===== config.mk =====
export PLATFORM = sky130hd
export DESIGN_NAME = ram_burst_reader
export DESIGN_NICKNAME = d
export VERILOG_FILES = /design/src/rtl/ram_burst_pkg.sv /design/src/rtl/rd_buf2.sv /design/src/rtl/ram_burst_reader.sv
export SDC_FILE = /design/constraint.sdc
export NUM_CORES = 1
export LEC_CHECK = 0
export BUFFER_PORTS_ARGS = -buffer_cell sky130_fd_sc_hd__buf_2
export CAP_MARGIN = 10
export CORE_MARGIN = 2
export CORE_UTILIZATION = 48
export CTS_BUF_LIST = sky130_fd_sc_hd__clkbuf_8 sky130_fd_sc_hd__clkbuf_16
export DETAILED_ROUTE_END_ITERATION = 10
export PLACE_DENSITY_LB_ADDON = 0.1
export SKIP_LAST_GASP = 1
export SLEW_MARGIN = 5
export SYNTH_ARGS = -nofsm -noshare
export SYNTH_HDL_FRONTEND = slang
export SYNTH_SLANG_ARGS = --single-unit

===== constraint.sdc =====
create_clock -name clk -period 2.21 [get_ports clk]
set_input_delay 0.1105 -clock clk [delete_from_list [all_inputs] [get_ports clk]]
set_output_delay 0.1105 -clock clk [all_outputs]
set_load 0.01 [all_outputs]

===== src/rtl/ram_burst_pkg.sv =====
// Shared types and default sizes for the RAM burst reader and its output buffer.
package ram_burst_pkg;

   localparam int DEF_DATA_W = 8;
   localparam int DEF_ADDR_W = 4;
   localparam int BUF_DEPTH  = 2;

   typedef enum logic [1:0] {
      IDLE  = 2'd0,
      ISSUE = 2'd1,
      DRAIN = 2'd2,
      DONE  = 2'd3
   } state_e;

endpackage


===== src/rtl/rd_buf2.sv =====
// Two-entry FIFO holding words returned by the RAM until the consumer takes them.
module rd_buf2 import ram_burst_pkg::*; #(
   parameter int DATA_W = DEF_DATA_W
) (
   input  logic              clk,
   input  logic              reset,
   input  logic              push_i,
   input  logic [DATA_W-1:0] wdata_i,
   input  logic              pop_i,
   output logic [DATA_W-1:0] rdata_o,
   output logic [1:0]        occ_o
);

   logic [DATA_W-1:0] mem_q [BUF_DEPTH];
   logic              wr_ptr_q;
   logic              rd_ptr_q;
   logic [1:0]        occ_q;
   logic              pop_eff;

   assign pop_eff = pop_i && (occ_q != 2'd0);

   always_ff @(posedge clk or negedge reset) begin
      if (!reset) begin
         wr_ptr_q <= 1'b0;
         rd_ptr_q <= 1'b0;
         occ_q    <= 2'd0;
      end else begin
         if (push_i)  wr_ptr_q <= ~wr_ptr_q;
         if (pop_eff) rd_ptr_q <= ~rd_ptr_q;
         occ_q <= occ_q + {1'b0, push_i} - {1'b0, pop_eff};
      end
   end

   always_ff @(posedge clk) begin
      if (push_i) mem_q[wr_ptr_q] <= wdata_i;
   end

   // Storage is not reset, so an empty buffer is forced to present zero.
   assign rdata_o = (occ_q != 2'd0) ? mem_q[rd_ptr_q] : '0;
   assign occ_o   = occ_q;

endmodule


===== src/rtl/ram_burst_reader.sv =====
// Strided burst read sequencer: issues credit-limited RAM reads and streams the words out.
module ram_burst_reader import ram_burst_pkg::*; #(
   parameter int DATA_W = DEF_DATA_W,
   parameter int ADDR_W = DEF_ADDR_W
) (
   input  logic              clk,
   input  logic              reset,
   input  logic              start,
   input  logic [ADDR_W-1:0] base_addr,
   input  logic [ADDR_W-1:0] stride,
   input  logic              dir,
   input  logic [ADDR_W:0]   len,
   output logic              busy,
   output logic              done,
   output logic [ADDR_W-1:0] ram_addr,
   output logic              ram_rd,
   input  logic [DATA_W-1:0] ram_rdata,
   output logic [DATA_W-1:0] out_data,
   output logic              out_valid,
   input  logic              out_ready
);

   state_e            state_q, state_d;
   logic [ADDR_W-1:0] addr_q, addr_d;
   logic [ADDR_W-1:0] stride_q;
   logic              dir_q;
   logic [ADDR_W:0]   rem_q, rem_d;
   logic              inflight_q;
   logic [1:0]        occ;
   logic              pop;
   logic [2:0]        need;
   logic              credit;
   logic              issue;
   logic              accept;
   logic              drain_empty;

   assign pop    = out_valid && out_ready;
   // A pop this cycle frees a slot for the word that lands two cycles from now.
   assign need   = {1'b0, occ} + {2'b00, inflight_q};
   assign credit = need < (3'd2 + {2'b00, pop});
   assign issue  = (state_q == ISSUE) && credit;
   assign accept = (state_q == IDLE) && start && (len != '0);

   assign drain_empty = !inflight_q &&
                        ((occ == 2'd0) || ((occ == 2'd1) && pop));

   always_ff @(posedge clk or negedge reset) begin
      if (!reset) state_q <= IDLE;
      else        state_q <= state_d;
   end

   always_comb begin
      state_d = state_q;
      unique case (state_q)
         IDLE:  if (start) state_d = (len == '0) ? DONE : ISSUE;
         ISSUE: if (issue && (rem_q == {{ADDR_W{1'b0}}, 1'b1})) state_d = DRAIN;
         DRAIN: if (drain_empty) state_d = DONE;
         DONE:  state_d = IDLE;
         default: state_d = IDLE;
      endcase
   end

   always_comb begin
      busy   = (state_q != IDLE);
      done   = (state_q == DONE);
      ram_rd = issue;
   end

   always_comb begin
      addr_d = addr_q;
      rem_d  = rem_q;
      if (accept) begin
         addr_d = base_addr;
         rem_d  = len;
      end else if (issue) begin
         addr_d = dir_q ? (addr_q - stride_q) : (addr_q + stride_q);
         rem_d  = rem_q - {{ADDR_W{1'b0}}, 1'b1};
      end
   end

   always_ff @(posedge clk or negedge reset) begin
      if (!reset) begin
         addr_q     <= '0;
         stride_q   <= '0;
         dir_q      <= 1'b0;
         rem_q      <= '0;
         inflight_q <= 1'b0;
      end else begin
         addr_q     <= addr_d;
         rem_q      <= rem_d;
         inflight_q <= issue;
         if (accept) begin
            stride_q <= stride;
            dir_q    <= dir;
         end
      end
   end

   assign ram_addr = addr_q;

   rd_buf2 #(.DATA_W(DATA_W)) u_buf (
      .clk     (clk),
      .reset   (reset),
      .push_i  (inflight_q),
      .wdata_i (ram_rdata),
      .pop_i   (pop),
      .rdata_o (out_data),
      .occ_o   (occ)
   );

   assign out_valid = (occ != 2'd0);

endmodule

# Yosys cells after proc, flatten, opt, wreduce, memory -nomap -nowiden

Memories as Yosys holds them, arrays and structs flattened.
Index checks and enable logic that the tools add are counted.

Register bits: 21
Memory bits (writable): 16
Input port bits: 26
Output and inout port bits: 16
Logic and storage cells: 59
Memories: 1

Memory list:

| name        | words | width | read ports | clocked after memory_dff | wr ports | line          | RTL |
|---|---|---|---|---|---|---|---|
| u_buf.mem_q | 2     | 8     | 1          | 0                        | 1        | rd_buf2.sv:14 | `logic [DATA_W-1:0] mem_q [BUF_DEPTH];` |

$add $sub $neg: 7
Order comparisons: 1
Eq/ne operators: 8
Mux-type cells: 13
Bitwise gates (word level): 2
Reductions and logical operators: 18

Operators with widths:

| kind                                                                     | count |
|---|---|
| 4-bit two-way mux                                                        | 3 |
| 5-bit two-way mux                                                        | 2 |
| 1-bit logical AND                                                        | 8 |
| 2-bit two-way mux                                                        | 4 |
| 8-bit two-way mux                                                        | 1 |
| 2-bit one-hot mux with 4 select lines                                    | 1 |
| 2-bit nonzero test                                                       | 3 |
| 5-bit by 1-bit == test with 1-bit output (second input constant)         | 1 |
| 5-bit zero test                                                          | 1 |
| 5-bit nonzero test                                                       | 1 |
| 5-bit by 1-bit subtractor with 5-bit output (second input constant)      | 1 |
| 4-bit adder                                                              | 1 |
| 2-bit by 1-bit == test with 1-bit output (second input constant)         | 2 |
| 2-bit == test (second input constant)                                    | 2 |
| 2-bit zero test                                                          | 2 |
| 2-bit inequality test (second input constant)                            | 2 |
| 4-bit subtractor                                                         | 1 |
| 2-bit by 1-bit adder with 3-bit output                                   | 1 |
| 2-bit by 1-bit adder with 3-bit output (first input constant)            | 1 |
| 3-bit less-than comparator                                               | 1 |
| 3-bit AND reduction                                                      | 1 |
| 2-bit by 1-bit adder with 2-bit output                                   | 1 |
| 1-bit two-way mux                                                        | 2 |
| 2-bit by 1-bit inequality test with 1-bit output (second input constant) | 1 |
| 4 further kinds                                                          | 5 |

# Longest topological paths before layout

Depth in word-level cells: 8
Mapped depth: 9
Mapped depth without buffers: 9

# By module

From an unflattened synthesis, not the netlist that was laid out.

Cells, all modules: 167
Area total of the unflattened synthesis: 1939.4 um^2

Modules (own cells, without submodules):

| module           | times used | cells an instance | area each (um^2) | seq. area each (um^2) |
|---|---|---|---|---|
| ram_burst_reader | 1          | 117               | 1146.1           | 425.4 |
| rd_buf2          | 1          | 50                | 793.3            | 580.6 |

# Worst setup path before layout

OpenSTA, ideal clock, no wires.

Kind: register to register
Start point: register inflight_q
End point: register addr_q[3], in the netlist ram_addr[3]
Setup time: 121 ps
Arrival time: 1968 ps
Required time: 2089 ps
Setup slack: 121 ps
Cell stages (with the launch flop): 8
Path buffers: 1
Clock period less this slack: 2089 ps
Path through: dfrtp_1 -> ha_1 -> ha_1 -> nor2b_1 -> clkbuf_1 -> nand2_2 -> or4_1 -> a32o_1

Longest elaborated chain between the ends: 4

Ends and longest elaborated chain:

| element                                | line                   | RTL |
|---|---|---|
| start: declaration                     | ram_burst_reader.sv:28 | `logic inflight_q;` |
| start signal: assignment               | ram_burst_reader.sv:91 | `inflight_q <= issue;` |
| 2-bit by 1-bit adder with 3-bit output | ram_burst_reader.sv:39 | `assign need = {1'b0, occ} + {2'b00, inflight_q};` |
| 3-bit less-than comparator             | ram_burst_reader.sv:40 | `assign credit = need < (3'd2 + {2'b00, pop});` |
| 1-bit logical AND                      | ram_burst_reader.sv:41 | `assign issue = (state_q == ISSUE) && credit;` |
| 2-bit nonzero test (no source line)    | --                     |  |
| end signal: assignment                 | ram_burst_reader.sv:89 | `addr_q <= addr_d;` |
| end: declaration                       | ram_burst_reader.sv:24 | `logic [ADDR_W-1:0] addr_q, addr_d;` |

No other way between the ends.
A chain may end at the register's enable or synchronous reset.

# Worst setup path in the final report

Start point: register stride_q[0]
End point: register addr_q[3], in the netlist ram_addr[3]

Longest elaborated chain between the ends: 4
Elaborated cells on any way between the ends: 5
Classes of those cells: add/sub: 2; mux: 3

Ends and longest elaborated chain:

| element                                         | line                   | RTL |
|---|---|---|
| start: declaration                              | ram_burst_reader.sv:25 | `logic [ADDR_W-1:0] stride_q;` |
| start signal: assignment                        | ram_burst_reader.sv:93 | `stride_q <= stride;` |
| 4-bit adder or 4-bit subtractor (tied branches) | ram_burst_reader.sv:76 | `addr_d = dir_q ? (addr_q - stride_q) : (addr_q + stride_q);` |
| 4-bit two-way mux *                             | ram_burst_reader.sv:76 |  |
| 4-bit two-way mux *                             | ram_burst_reader.sv:75 | `end else if (issue) begin` |
| 4-bit two-way mux *                             | ram_burst_reader.sv:72 | `if (accept) begin` |

Every way passes the cells marked *; elsewhere a longest branch is shown, timed or not. The select of a mux whose other input is x is not followed.

==> results_dict.tcl <==
set metrics [dict create \
    status "complete, no violations" \
    start_kind "flip-flop" \
    whs_path_depth 1 \
    clk_path_buf_depth 2 \
    core_area_mm2 0.00374 \
    final_util 0.620 \
    crit_family "adder cells" \
    crit_path_frequent_cell "ha_1" \
    crit_required_ns 2.38 \
    synth_cells 162 \
    synth_seq_cells 37 \
    min_path_type "in -> reg" \
    drive_gt1_frac 0.290 \
    ant_nets 0 \
    clk_pin_slew_ns 0.07 \
    gp_congestion 0.836 \
    grt_pass1_vias 1420 \
    crit_fanout 2 \
    die_x_um 66.9 \
    cts.sinks 37 \
    die_h_um 66.9 \
    slowest_delay_ns 0.40 \
    htree_levels 2 \
    drtPass1Iterations 4 \
    syn_nets 204 \
    finalHoldViolations 0 \
    grt_pass1_wl_um 5910 \
    crit_cells 8 \
    path_buf_inv 1 \
    ys_warn_count 0 \
    placed_cell_area_mm2 0.00217 \
    fin_crit_sh 0.958 \
    hpwl_um 2690 \
    cp_slowest_cell "or4_1" \
    grt_max_degree 23 \
    setup-violations-final 0 \
    grt_overflow 0 \
    tritoncts "yes" \
    period_minus_slack_ns 2.12 \
    area_delta_synth_final_pct 22.3 \
    path_class "reg -> reg" \
    n_antenna_cell 0 \
    tightest_slew_ns 0.756 \
    yosys.area.top_type "dfrtp_1" \
    vias 1373 \
    synth_top_area_share 0.277 \
    drv_cap 0 \
    peakVddDrop_uv 902 \
    design_area_mm2 0.00232 \
    drc 0 \
    track_usage 0.184 \
    clock-root-buffer "clkbuf_8" \
    dieArea_mm2 0.00447 \
    critPathArrivalTime_ns 2.29 \
    slew-limit-headroom 0.495 \
    synth.distinct_cells 26 \
    initial_core_util 0.507 \
    num-fill-cells 342 \
    synth_area_leaders "dfrtp_1 (28%), edfxtp_1 (25%), ha_1 (9.9%), mux2i_1 (7.4%), nor2_1 (3.8%)" \
    rsz0062_at_grt "false" \
    power_density_mw_per_mm2 1470 \
    synth_area_mm2 0.00190 \
    finish.net_count 258 \
    fin_skew_ns 0.00437 \
    drt_iter0_drc 68 \
    syn_area_per_cell_um2 11.7 \
    clk_latency_ns 0.28 \
    drv_slew 0 \
    cp_cell_sequence "inv_1 > ha_1 > mux2i_2 > ha_1 > a21oi_1 > nor2b_1 > or4_1 > a32o_1" \
    r2r_cells 8 \
    rows 22 \
    seq_area_frac_synth 0.530 \
    drt-wirelength-per-cell_um 13.3 \
    wl_um 3540 \
    num_io_pins 42 \
    crit_path_end_kind "flip-flop" \
    cts-buffers-inserted 5 \
    numPortBuffers 41 \
    vias_per_cell 5.18 \
    clock.fmax_mhz 472 \
    antenna_found_initial 0 \
    hold_slack_ns 0.0172 \
    p_leak_nw 1.08 \
]
power breakdown:
part | switching [mW] | internal, mW
Clock | 0.225 | 0.214
Combinational | 0.910 | 0.866
Sequential | 0.225 | 0.979
logic make-up (layout without fill, tap and decap cells):
group / after synthesis / count (layout) / share of synthesized area
AND/OR/NAND/NOR: 41 / 41 / 0.0976
flip-flops: 37 / 37 / 0.530
multiplexers: 20 / 20 / 0.109
AO/OA/AOI/OAI: 18 / 18 / 0.0620
buffers and inverters: 18 / 73 / 0.0356
adder cells (fa/ha/maj): 16 / 16 / 0.109
XOR/XNOR: 12 / 12 / 0.0554
metal layers:
metal / routed length (um) / track usage / share of wire
met5: 0 / 0 / 0
met4: 82 / 0.0893 / 0.023
met3: 133 / 0.0524 / 0.038
met2: 1840 / 0.330 / 0.52
met1: 1480 / 0.197 / 0.42
path summary, 6_finish.rpt:
path                                            start                          end  slack (ns)
max in group asynchronous                       reset         inflight_q$_DFF_PN0_        1.56
hold / removal                           ram_rdata[1]  u_buf.mem_q[1][1]$_DFFE_PP_        0.02
hold reg to reg            u_buf.wr_ptr_q$_DFFE_PN0P_   u_buf.wr_ptr_q$_DFFE_PN0P_        0.49
setup reg to reg              stride_q[0]$_DFFE_PN0P_      ram_addr[3]$_DFFE_PN0P_        0.09
setup / recovery              stride_q[0]$_DFFE_PN0P_      ram_addr[3]$_DFFE_PN0P_        0.09
min in group asynchronous                       reset       state_q[1]$_DFFE_PN0P_        0.32
timing repair:
action                                  CTS  global route
gates resized for setup                   1             0
endpoints found under the setup margin    1             1
hold buffers                              3             1
buffers inserted                          1             2
endpoints found under the hold margin    25             2
Yosys cell counts:
library cell and number:
inv_1 14, a221o_1 1, and2_1 1, o21ai_0 9, nor2b_1 3, o21ai_4 1
or4_1 2, nand3_1 3, a32o_1 1, mux2_2 6, mux2i_1 14, o21ai_2 1
fa_1 1, ha_1 15, xor2_1 4, nand2_1 8, edfxtp_1 16, clkbuf_1 4
xnor2_1 8, nor3_1 2, dfrtp_1 21, o211ai_1 1, nand2_2 1, a21oi_1 4
nor2_1 19, nand4_1 2
final cells by class:
type	count	area (um2)	share of cell area
sequential	37	1010	0.434
multi-input combinational	107	827	0.357
timing repair buffer	51	290	0.125
clock buffer	5	68.8	0.0297
tap	48	60.1	0.0259
inverter	14	52.6	0.0227
clock inverter	3	15.0	0.00647
metrics by stage:
step / TNS, ns / instances / power [mW] / setup slack [ns]
final: 0 / 265 / 3.42 / 0.0921
after global routing: 0 / 265 / 3.73 / 0.00408
after CTS: 0 / 262 / 3.44 / 0.0302
after detailed placement: -0.0507 / 250 / 2.93 / -0.0507
after global placement: 0 / 250 / 2.83 / 0.0816
after floorplan: 0 / 162 / 2.42 / 0.121
state kept, by name, indices dropped and copies added, names as in the netlist:
signal and count:
u_buf.occ_o 2, state_q 2, dir_q 1, u_buf.mem_q 16
rem_q 5, u_buf.wr_ptr_q 1, ram_addr 4, u_buf.rd_ptr_q 1
inflight_q 1, stride_q 4
layout by cell type (no fill, tap or decap), drive strengths merged, types with 2 or more instances in the layout:
master / synthesis / layout
ha: 15 / 15
edfxtp: 16 / 16
dlygate4sd3: 0 / 4
nand2: 9 / 9
or4: 2 / 2
xnor2: 8 / 8
inv: 14 / 15
dfrtp: 21 / 21
nand3: 3 / 3
xor2: 4 / 4
mux2: 6 / 6
clkbuf: 4 / 5
nor2: 19 / 19
buf: 0 / 47
o21ai: 11 / 11
nand4: 2 / 2
nor2b: 3 / 3
mux2i: 14 / 14
a21oi: 4 / 4
nor3: 2 / 2
(Power assumes the default switching activity.)
